`config.mk`:
```
export PLATFORM = sky130hd
export DESIGN_NAME = hub_align_stage
export DESIGN_NICKNAME = d
export VERILOG_FILES = /design/src/rtl/hub_fp_pkg.sv /design/src/rtl/hub_pipe_reg.sv /design/src/rtl/hub_align_stage.sv
export SDC_FILE = /design/constraint.sdc
export NUM_CORES = 1
export LEC_CHECK = 0
export CAP_MARGIN = 0
export CORE_MARGIN = 2
export CORE_UTILIZATION = 45
export CTS_BUF_LIST = sky130_fd_sc_hd__clkbuf_4
export DETAILED_ROUTE_END_ITERATION = 8
export PLACE_DENSITY_LB_ADDON = 0.15
export RECOVER_POWER = 100
export SETUP_SLACK_MARGIN = 0.1
export SLEW_MARGIN = 20
export SYNTH_ARGS = -nofsm -noshare
export SYNTH_HDL_FRONTEND = slang
export SYNTH_SLANG_ARGS = --single-unit
```
`constraint.sdc`:
```
create_clock -name clk -period 4.5 [get_ports clk]
set_clock_uncertainty 0.1 [all_clocks]
set_input_delay 0.45 -clock clk [delete_from_list [all_inputs] [get_ports clk]]
set_output_delay 0.45 -clock clk [all_outputs]
set_load 0.01 [all_outputs]
```
`src/rtl/hub_fp_pkg.sv`:
```
`default_nettype none
// ============================================================================
// Module      : hub_fp_pkg
// Description : Shared types and constant helpers for the HUB floating-point
//               adder front end (operand layout, special-case codes).
// Revision    : 1.0 - initial release
// ============================================================================
package hub_fp_pkg;

    localparam int c_hub_m     = 23;
    localparam int c_hub_e     = 8;
    localparam int c_hub_extra = 7;

    // HUB operand layout, MSB to LSB: sign, biased exponent, fraction.
    typedef struct packed {
        logic                 sign;
        logic [c_hub_e-1:0]   exp;
        logic [c_hub_m-1:0]   frac;
    } hub_operand_t;

    typedef enum logic [1:0] {
        SPECIAL_NORMAL  = 2'b00,
        SPECIAL_ZERO    = 2'b01,
        SPECIAL_INF     = 2'b10,
        SPECIAL_INF_SUB = 2'b11
    } special_e;

    // Width of the extended intermediate mantissa.
    function automatic int ext_mant_width(input int m, input int extra);
        return m + extra;
    endfunction

    // Exponent code used by infinities and NaNs.
    function automatic int exp_all_ones(input int e);
        return (1 << e) - 1;
    endfunction

endpackage
`default_nettype wire

```
`src/rtl/hub_pipe_reg.sv`:
```
`default_nettype none
// ============================================================================
// Module      : hub_pipe_reg
// Description : One-entry valid/ready pipeline register. Accepts new data when
//               empty or when the held entry is leaving in the same cycle.
// Revision    : 1.0 - initial release
// ============================================================================
module hub_pipe_reg #(
    parameter int WIDTH = 8
) (
    input  logic             clk,
    input  logic             rst_n,
    input  logic             in_valid,
    output logic             in_ready,
    input  logic [WIDTH-1:0] in_data,
    output logic             out_valid,
    input  logic             out_ready,
    output logic [WIDTH-1:0] out_data
);

    logic             r_valid;
    logic [WIDTH-1:0] r_data;

    assign in_ready  = !r_valid || out_ready;
    assign out_valid = r_valid;
    assign out_data  = r_data;

    // Hold the entry until it is consumed; load new data only on a transfer.
    always_ff @(posedge clk or negedge rst_n) begin
        if (!rst_n) begin
            r_valid <= 1'b0;
            r_data  <= '0;
        end else begin
            if (in_ready) begin
                r_valid <= in_valid;
            end
            if (in_valid && in_ready) begin
                r_data <= in_data;
            end
        end
    end

endmodule
`default_nettype wire

```
`src/rtl/hub_align_stage.sv`:
```
`default_nettype none
// ============================================================================
// Module      : hub_align_stage
// Description : Two-stage operand-alignment front end of the HUB FP adder.
//               Stage 1 captures operands, exponent difference and magnitude
//               order; stage 2 swaps, builds extended mantissas, clamps the
//               shift and classifies special operands.
//               The operand struct follows the package widths, so M and E
//               must keep their package defaults.
// Revision    : 1.0 - initial release
// ============================================================================
module hub_align_stage
    import hub_fp_pkg::*;
#(
    parameter int M                   = c_hub_m,
    parameter int E                   = c_hub_e,
    parameter int EXTRA_BITS_MANTISSA = c_hub_extra
) (
    input  logic                             clk,
    input  logic                             rst_n,
    input  logic                             in_valid,
    output logic                             in_ready,
    input  logic [E+M:0]                     x,
    input  logic [E+M:0]                     y,
    input  logic                             sub,
    output logic                             out_valid,
    input  logic                             out_ready,
    output logic [M+EXTRA_BITS_MANTISSA-1:0] big_mant,
    output logic [M+EXTRA_BITS_MANTISSA-1:0] small_mant,
    output logic [E-1:0]                     big_exp,
    output logic                             big_sign,
    output logic                             eff_sub,
    output logic [E:0]                       shift_amount,
    output logic                             right_shift,
    output logic                             arithmetic_shift,
    output logic [1:0]                       special
);

    localparam int             c_mw        = ext_mant_width(M, EXTRA_BITS_MANTISSA);
    localparam int             c_shift_w   = E + 1;
    localparam logic [E-1:0]   c_exp_ones  = E'(exp_all_ones(E));
    localparam logic [E:0]     c_shift_max = c_shift_w'(c_mw);
    localparam logic [E:0]     c_zero_diff = '0;

    typedef struct packed {
        hub_operand_t op_x;
        hub_operand_t op_y;
        logic [E:0]   diff;
        logic         x_ge_y;
    } s1_t;

    typedef struct packed {
        logic [c_mw-1:0] big_mant;
        logic [c_mw-1:0] small_mant;
        logic [E-1:0]    big_exp;
        logic            big_sign;
        logic            eff_sub;
        logic [E:0]      shift_amount;
        logic [1:0]      special;
    } s2_t;

    // Hidden 1, fraction and ILSB placed below a guard 0; zero operands vanish.
    function automatic logic [c_mw-1:0] ext_mant(input hub_operand_t op);
        logic [c_mw-1:0] v;
        v = c_mw'({2'b01, op.frac, 1'b1}) << (EXTRA_BITS_MANTISSA - 3);
        if (op.exp == '0) begin
            v = '0;
        end
        return v;
    endfunction

    logic [1:0]   r_rst_sync;
    logic         w_rst_n_int;
    hub_operand_t w_x;
    hub_operand_t w_y;
    s1_t          w_s1_in;
    s1_t          w_s1;
    logic         w_s1_in_ready;
    logic         w_s1_valid;
    logic         w_s2_in_ready;
    logic [E:0]   w_abs_diff;
    special_e     w_special;
    s2_t          w_s2_in;
    s2_t          w_s2;

    // Assert internal reset immediately, release it two clocks after rst_n rises.
    always_ff @(posedge clk or negedge rst_n) begin
        if (!rst_n) begin
            r_rst_sync <= 2'b00;
        end else begin
            r_rst_sync <= {r_rst_sync[0], 1'b1};
        end
    end
    assign w_rst_n_int = r_rst_sync[1];

    // ---------------- stage 1: capture, exponent difference, order ----------
    assign w_x = hub_operand_t'(x);
    assign w_y = hub_operand_t'({y[E+M] ^ sub, y[E+M-1:0]});

    assign w_s1_in.op_x   = w_x;
    assign w_s1_in.op_y   = w_y;
    assign w_s1_in.diff   = {1'b0, w_x.exp} - {1'b0, w_y.exp};
    assign w_s1_in.x_ge_y = (w_x.exp > w_y.exp) ||
                            ((w_x.exp == w_y.exp) && (w_x.frac >= w_y.frac));

    // No pair is taken while the internal reset is still held.
    assign in_ready = w_s1_in_ready && w_rst_n_int;

    hub_pipe_reg #(.WIDTH($bits(s1_t))) u_stage1 (
        .clk       (clk),
        .rst_n     (w_rst_n_int),
        .in_valid  (in_valid && w_rst_n_int),
        .in_ready  (w_s1_in_ready),
        .in_data   (w_s1_in),
        .out_valid (w_s1_valid),
        .out_ready (w_s2_in_ready),
        .out_data  (w_s1)
    );

    // ---------------- stage 2: swap, extend, clamp, classify ----------------
    assign w_abs_diff = w_s1.x_ge_y ? w_s1.diff : (c_zero_diff - w_s1.diff);

    assign w_s2_in.big_mant     = ext_mant(w_s1.x_ge_y ? w_s1.op_x : w_s1.op_y);
    assign w_s2_in.small_mant   = ext_mant(w_s1.x_ge_y ? w_s1.op_y : w_s1.op_x);
    assign w_s2_in.big_exp      = w_s1.x_ge_y ? w_s1.op_x.exp  : w_s1.op_y.exp;
    assign w_s2_in.big_sign     = w_s1.x_ge_y ? w_s1.op_x.sign : w_s1.op_y.sign;
    assign w_s2_in.eff_sub      = w_s1.op_x.sign ^ w_s1.op_y.sign;
    assign w_s2_in.shift_amount = (w_abs_diff > c_shift_max) ? c_shift_max : w_abs_diff;
    assign w_s2_in.special      = w_special;

    // Infinity/NaN takes priority over a zero operand; inf-inf under subtraction is flagged.
    always_comb begin
        w_special = SPECIAL_NORMAL;
        if ((w_s1.op_x.exp == c_exp_ones) && (w_s1.op_y.exp == c_exp_ones) &&
            (w_s1.op_x.sign ^ w_s1.op_y.sign)) begin
            w_special = SPECIAL_INF_SUB;
        end else if ((w_s1.op_x.exp == c_exp_ones) || (w_s1.op_y.exp == c_exp_ones)) begin
            w_special = SPECIAL_INF;
        end else if ((w_s1.op_x.exp == '0) || (w_s1.op_y.exp == '0)) begin
            w_special = SPECIAL_ZERO;
        end
    end

    hub_pipe_reg #(.WIDTH($bits(s2_t))) u_stage2 (
        .clk       (clk),
        .rst_n     (w_rst_n_int),
        .in_valid  (w_s1_valid),
        .in_ready  (w_s2_in_ready),
        .in_data   (w_s2_in),
        .out_valid (out_valid),
        .out_ready (out_ready),
        .out_data  (w_s2)
    );

    assign big_mant         = w_s2.big_mant;
    assign small_mant       = w_s2.small_mant;
    assign big_exp          = w_s2.big_exp;
    assign big_sign         = w_s2.big_sign;
    assign eff_sub          = w_s2.eff_sub;
    assign shift_amount     = w_s2.shift_amount;
    assign special          = w_s2.special;
    assign right_shift      = out_valid;
    assign arithmetic_shift = 1'b0;

endmodule
`default_nettype wire

```
* Word-level counts from Yosys, hierarchy flattened
Cells that the tools add are included.
** Operators by class
- $add $sub $neg :: 2
- $lt $le $gt $ge :: 3
- Equality and inequality tests :: 3
- Muxes and demuxes :: 11
- Bitwise gates (word level) :: 2
- Reductions and logical operators :: 18
** Operators by type and width (number)
- 31-bit 2-to-1 mux :: 2
- 29-bit 2-to-1 mux :: 2
- 8-bit zero test :: 4
- 23-bit greater-or-equal comparator :: 1
- 9-bit 2-to-1 mux :: 2
- 8-bit equality test, second input constant :: 2
- 9-bit by 5-bit > comparator with 1-bit output, second input constant :: 1
- 1-bit by 9-bit subtractor with 9-bit output, first input constant :: 1
- 8-bit by 8-bit subtractor with 9-bit output :: 1
- 8-bit equality test :: 1
- 8-bit > comparator :: 1
- 8-bit 2-to-1 mux :: 1
- 1-bit logical AND :: 7
- 1-bit logical OR :: 5
- 2-bit 2-to-1 mux :: 2
- 1-bit zero test :: 2
- 1-bit 2-to-1 mux :: 2
- 1-bit XOR :: 2
** Word-level totals
- Register bits :: 159
- Output and inout bits :: 85
- Word-level logic and storage cells :: 44

* Longest topological paths before layout
Gate-level depths: netlist of run 1.
- Word-level depth :: 5
- Mapped depth :: 9

* Modules after synthesis
A second synthesis of run 1 with hierarchy kept.
** Second synthesis, totals
- Cells, all modules :: 663
- Area, all modules :: 8744.6 µm²
** Modules (own cells, without submodules)
- hub_pipe_reg (u_stage2) :: times used 1, cells an instance 174, area an instance 3385.7 µm², seq. area each 2052.0 µm²
- hub_pipe_reg (u_stage1) :: times used 1, cells an instance 160, area an instance 3111.7 µm², seq. area each 1876.8 µm²
- hub_align_stage :: times used 1, cells an instance 329, area an instance 2247.2 µm², seq. area each 50.0 µm²

* Worst setup path after synthesis of run 1
No wires, ideal clock.
- Kind :: reg2reg
- From :: reg r_rst_sync[1]
- To :: reg u_stage1.r_data[0] (netlist: u_stage1.out_data[0])
- Setup time :: 140 ps
- Arrival :: 5321 ps
- Required time :: 4260 ps
- Slack :: -1061 ps
- Stages on the path, launching flop included :: 6
- Cells stage by stage :: dfrtp_1 > nand3_1 > a2111oi_2 > o21ai_1 > a211oi_2 > nor4_1
** Between the ends
- Word-level cells in the longest chain between the ends :: 2
** RTL lines
- start, declared :: RTL line hub_align_stage.sv:72 : logic [1:0] r_rst_sync;
- start signal, assigned :: RTL line hub_align_stage.sv:91 : r_rst_sync <= {r_rst_sync[0], 1'b1};
- 1-bit logical AND :: RTL line hub_align_stage.sv:112 : .in_valid (in_valid && w_rst_n_int),
- 1-bit logical AND :: RTL line hub_pipe_reg.sv:37 : if (in_valid && in_ready) begin
- end signal, assigned :: RTL line hub_pipe_reg.sv:38 : r_data <= in_data;
- end, declared :: RTL line hub_pipe_reg.sv:22 : logic [WIDTH-1:0] r_data;
No other way between the ends.
A chain may end at the register's enable or synchronous reset.

* Worst setup path in the final report of run 1
- From :: reg r_rst_sync[1]
- To :: reg u_stage1.r_data[11] (netlist: u_stage1.out_data[11])
Same word-level chain as after synthesis.

==> results of run 1 <==
## stage by stage
stage	setup slack (ps)	utilization [%]	instances
floorplan	821	-	777
global placement	1720	55.5	1088
detailed placement	1690	55.5	1088
CTS	1690	57.6	1121
global route	1080	57.5	1124
finish	1390	57.5	1124
## cells by family (layout without fill, tap and decap cells)
family	after synthesis	count (layout)
DFF	147	147
other	2	14
buffers and inverters	90	219
adders and majority gates	34	34
xor gates and xnor gates	7	7
and+or+nand+nor	276	276
AOI/OAI and AO/OA	155	155
muxes	56	56
## routing by layer
metal	part of all wire [%]	global-route usage, %
met1	45	28.9
met2	48	35.8
met3	5.4	4.94
met4	1.7	7.73
met5	0	0
## final cells by class
type                            count  share of cell area [%]
Antenna cell                        2                  0.0550
Multi-Input combinational cell    540                    35.0
Timing Repair Buffer              152                    16.5
Sequential cell                   147                    40.5
Inverter                           35                    1.44
Clock inverter                     14                    2.06
Tap cell                          216                    2.97
Clock buffer                       18                    1.48
## repair_timing
| action | 4_1_cts | 5_1_grt |
|---|---|---|
| hold buffers | 1 | 0 |
| gates resized for setup | 0 | 0 |
| hold endpoints to repair | 2 | 0 |
## synthesized netlist by cell type (all sizes together) (9+ instances only)
master  number
nand2      206
dfrtp      147
o21ai      105
mux2i       56
inv         35
ha          33
buf         32
clkbuf      23
nor2        19
a21oi       13
nand3        9
nand4        9
## final timing paths
kind                               start                     to  slack, ps  depth (start not counted)
setup / recovery           r_rst_sync[1]  u_stage1.out_data[11]       1390                          3
hold / removal             r_rst_sync[1]  u_stage1.out_data[65]        250                          0
setup reg to reg           r_rst_sync[1]  u_stage1.out_data[11]       1390                          3
hold reg to reg            r_rst_sync[1]  u_stage1.out_data[65]        250                          0
max in group asynchronous  r_rst_sync[1]  u_stage2.out_data[58]       1680                          2
min in group clk           r_rst_sync[0]          r_rst_sync[1]        270                          0
## power breakdown
part / switching, µW / total (µW) / internal [µW]
clock network: 481 / 925 / 444
logic: 534 / 1090 / 553
registers: 253 / 1850 / 1590
total: 1270 / 3860 / 2590
## sequential cells by signal (all words and copies together) (netlist names)
signal	flops
u_stage2.out_valid	1
r_rst_sync	2
u_stage2.out_data	69
u_stage1.out_data	74
u_stage1.out_valid	1
## worst register-to-register path, cell delays in order (launching register included)
cell	delay (ps)
dfrtp_4	850
nand3_1	750
clkbuf_2	850
o21ai_0	470
==> impl_metrics.json, run 1 <==
{
  "outcome": "completed",
  "max_freq_mhz": 321,
  "path_buf_inv": 1,
  "area_delta_synth_final_pct": 25.1,
  "grt_max_degree": 72,
  "ys_async_sr_fraction_pct": 100,
  "postSynthCellCount": 767,
  "synthSimpleGateAreaFrac_pct": 16.2,
  "min_path_type": "flip-flop to async pin",
  "yosysUniqueCellTypes": 55,
  "placed_area_um2": 8790,
  "grt_pass1_vias": 5861,
  "synth_fa_ha_area_share_pct": 5.95,
  "syn-cell-area_um2": 7280,
  "antenna_found_initial": 2,
  "tightest_slew_ps": 1380,
  "clock-sinks": 147,
  "finalCritPeriodShare_pct": 69.2,
  "fin_crit_ps": 3110,
  "ys_top_cells_by_area": "dfrtp_1 51%, nand2_1 11%, mux2i_1 7.7%, o21ai_0 6.7%, ha_1 5.7%",
  "endpoint_kind": "flip-flop",
  "fp-row-count": 46,
  "clk_latency_ps": 540,
  "yosysWarningCount": 0,
  "timing_worst_setup_path_type": "flip-flop to flip-flop",
  "synth_compound_area_share_pct": 12.7,
  "cts_buffer_depth": 2,
  "final_area_um2": 9100,
  "tritoncts": "yes",
  "portBuffers": 142,
  "drive_above_1_share_pct": 5.52,
  "place_congestion": 0.873,
  "overflow": 0,
  "regArea_um2": 3690,
  "ir_drop_uv": 203,
  "drv_slew": 0,
  "wl_per_cell_um": 16.3,
  "vias": 5813,
  "dieHeight_um": 131,
  "htree_levels": 4,
  "cts_setup_buffers": 0,
  "whs_ps": 246,
  "drt_iter0_drc": 374,
  "die_w_um": 131,
  "tns_ps": 0,
  "start_util_pct": 46.0,
  "layout_commonest_cell": "nand2_1",
  "power_density_nw_per_um2": 424,
  "synth_top_cell_area_share_pct": 50.6,
  "muxShareOfSynthArea_pct": 7.70,
  "grt_pass1_wl_mm": 30.1,
  "root_buffer": "clkbuf_4",
  "synth_xor_area_share_pct": 0.843,
  "arrival_ps": 3450,
  "required_ps": 4830,
  "drc": 0,
  "ys_seq_area_share_pct": 50.6,
  "track_usage_pct": 21.9,
  "io_pins": 154,
  "rsz0062_at_grt": "false",
  "synth-edff-count": 0,
  "finalHoldViolations": 0,
  "wl_mm": 18.3,
  "ys.flop_type": "dfrtp_1",
  "core_um2": 15800,
  "first_pass_iters": 4,
  "crit_family": "flip-flops",
  "dieArea_um2": 17200,
  "slowest_stage": "dfrtp_4",
  "ys_ff_latch": 147,
  "clk_transition_reported_paths_ps": 130,
  "path_cells": "nand3_1, clkbuf_2, o21ai_0",
  "vias_per_cell": 5.17,
  "cp-start-kind": "flip-flop",
  "max_cap_viol_count": 0,
  "place_hpwl_mm": 12.9,
  "cts_buffers": 17,
  "leakage_uw": 0.00442,
  "synth_top_family_by_area": "simple AND/OR/NAND/NOR gates",
  "avgSynthCellArea_um2": 9.49,
  "final_cell_mix": "206 x nand2_1, 145 x dfrtp_1, 102 x o21ai_0, 76 x dlygate4sd3_1, 67 x clkdlybuf4s50_1",
  "final_nets": 996,
  "finalPower_uw": 3860,
  "slowest_delay_ps": 850,
  "detail-route-antenna-nets": 0,
  "multi_input_area_um2": 3180,
  "relSlewSlack_pct": 8.07,
  "yosysTopAreaCell": "dfrtp_1",
  "setup_violations": 0,
  "crit_fanout": 63,
  "n_fill_cell": 1443
}
Note: power is estimated with default switching activity, not from simulation.
==> run 2: changes to the inputs <==
- clock period: 4.5 -> 3.03 ns (I/O delays scaled with it)
==> run 2 against run 1 <==
The run now ends with max-capacitance violations, max-slew violations left. Combinational power up 50%. Clock power is 12% higher. Sequential power grew 46%. Largest cell class unchanged.
==> impl_metrics.json, run 2 (synthesis gave the netlist of run 1 again) <==
{
  "drt_iter0_drc": 346,
  "min_path_type": "primary input to flip-flop",
  "ir_drop_uv": 311,
  "whs_ps": 222,
  "detail-route-antenna-nets": 0,
  "track_usage_pct": 21.9,
  "outcome": "finished, violations left",
  "overflow": 0,
  "rsz0062_at_grt": "false",
  "antenna_found_initial": 2,
  "tns_ps": 0,
  "portBuffers": 142,
  "slowest_stage": "nand3_1",
  "wl_per_cell_um": 16.3,
  "arrival_ps": 2800,
  "place_hpwl_mm": 13.1,
  "crit_fanout": 21,
  "drv_slew": 77,
  "path_buf_inv": 0,
  "slowest_delay_ps": 620,
  "min_from": "x[4]",
  "cts_buffers": 17,
  "largest_reg_flops": 74,
  "grt_max_degree": 77,
  "cts_setup_buffers": 0,
  "required_ps": 3330,
  "clock-sinks": 147,
  "finalCritPeriodShare_pct": 82.5,
  "final_cell_mix": "206 x nand2_1, 145 x dfrtp_1, 104 x o21ai_0, 76 x dlygate4sd3_1, 67 x clkdlybuf4s50_1",
  "area_delta_synth_final_pct": 23.6,
  "cp.depth": 6,
  "io_pins": 154,
  "cts_buffer_depth": 2,
  "cp-endpoint": "u_stage1.out_data[0]",
  "dieArea_um2": 17200,
  "htree_levels": 4,
  "endpoint_kind": "flip-flop",
  "n_fill_cell": 1359,
  "drc": 0,
  "finalHoldViolations": 0,
  "relSlewSlack_pct": -1.23,
  "vias_per_cell": 5.19,
  "layout_commonest_cell": "nand2_1",
  "cts.repair.resized": 0,
  "setup_violations": 0,
  "tightest_slew_ps": 1520,
  "root_buffer": "clkbuf_4",
  "grt_pass1_wl_mm": 30.1,
  "wl_mm": 18.3,
  "reg2reg_depth": 6,
  "cp-start-kind": "flip-flop",
  "fp-row-count": 46,
  "tritoncts": "yes",
  "hold_buffers": 1,
  "leakage_uw": 0.00439,
  "core_um2": 15800,
  "power_density_nw_per_um2": 599,
  "die_w_um": 131,
  "r2r-start": "u_stage2.out_valid",
  "max_cap_viol_count": 1,
  "instances_no_fill": 1123,
  "fin_crit_ps": 2500,
  "clk_latency_ps": 540,
  "violations": "max-capacitance violations, max-slew violations",
  "dieHeight_um": 131,
  "crit_family": "compound AO/OA/AOI/OAI gates",
  "clk_transition_reported_paths_ps": 120,
  "r2r_end": "u_stage1.out_data[0]",
  "first_pass_iters": 5,
  "vias": 5823,
  "grt_pass1_vias": 5809,
  "drive_above_1_share_pct": 5.64,
  "place_congestion": 0.826,
  "max_freq_mhz": 400,
  "start_util_pct": 46.0,
  "r2r_slack_ps": 530,
  "path_cells": "nand3b_1, nand3_1, a2111oi_0, o21ai_1, a211oi_2, nor4_1",
  "final_nets": 997,
  "timing_worst_setup_path_type": "flip-flop to flip-flop",
  "critPathLaunch": "u_stage2.out_valid",
  "place_inst": 1090
}
[run 2: where the power goes]
part	internal (µW)	switching (µW)
Clock	374	663
Sequential	2370	335
Combinational	817	828
Total	3560	1830
[run 2: layout make-up]
class / count / area [µm²] / share of cell area [%]
clock buffers: 24 / 180 / 2.00
multi-input cells: 540 / 3180 / 35.3
well taps: 216 / 270 / 3.00
flip-flops and latches: 147 / 3690 / 41.0
repair buffers: 153 / 1510 / 16.8
diodes: 2 / 5.00 / 0.0556
inverters: 35 / 131 / 1.46
clock inverters: 6 / 35.0 / 0.389
[run 2: through the flow]
step	area (µm²)	worst slack, ps	total power, µW	util (%)
final	8990	530	5380	56.8
after detailed placement	8830	352	4530	55.8
after global placement	8830	376	4470	55.8
after floorplan	7320	234	3630	-
after global routing	8990	368	5740	56.8
after CTS	9050	627	5570	57.2
[run 2: per-layer routing]
metal	track usage, %	share of wire (%)	routed length, µm
met1	28.9	46	8380
met2	36.1	48	8720
met3	4.48	4.5	828
met4	7.91	2.1	392
met5	0	0	0
[run 2: worst min-delay path by stage]
stage	cells past startpoint	to
2_1_floorplan	0	r_rst_sync[0]
3_3_place_gp	0	r_rst_sync[1]
3_5_place_dp	0	r_rst_sync[1]
4_1_cts	3	u_stage1.out_data[58]
5_1_grt	3	u_stage1.out_data[73]
6_report	3	u_stage1.out_data[46]
[run 2: worst register-to-register path: stages, from the launching register on]
cell and delay, ps:
dfrtp_1 420, nand3b_1 220, nand3_1 620, a2111oi_0 550
o21ai_1 160, a211oi_2 220, nor4_1 70
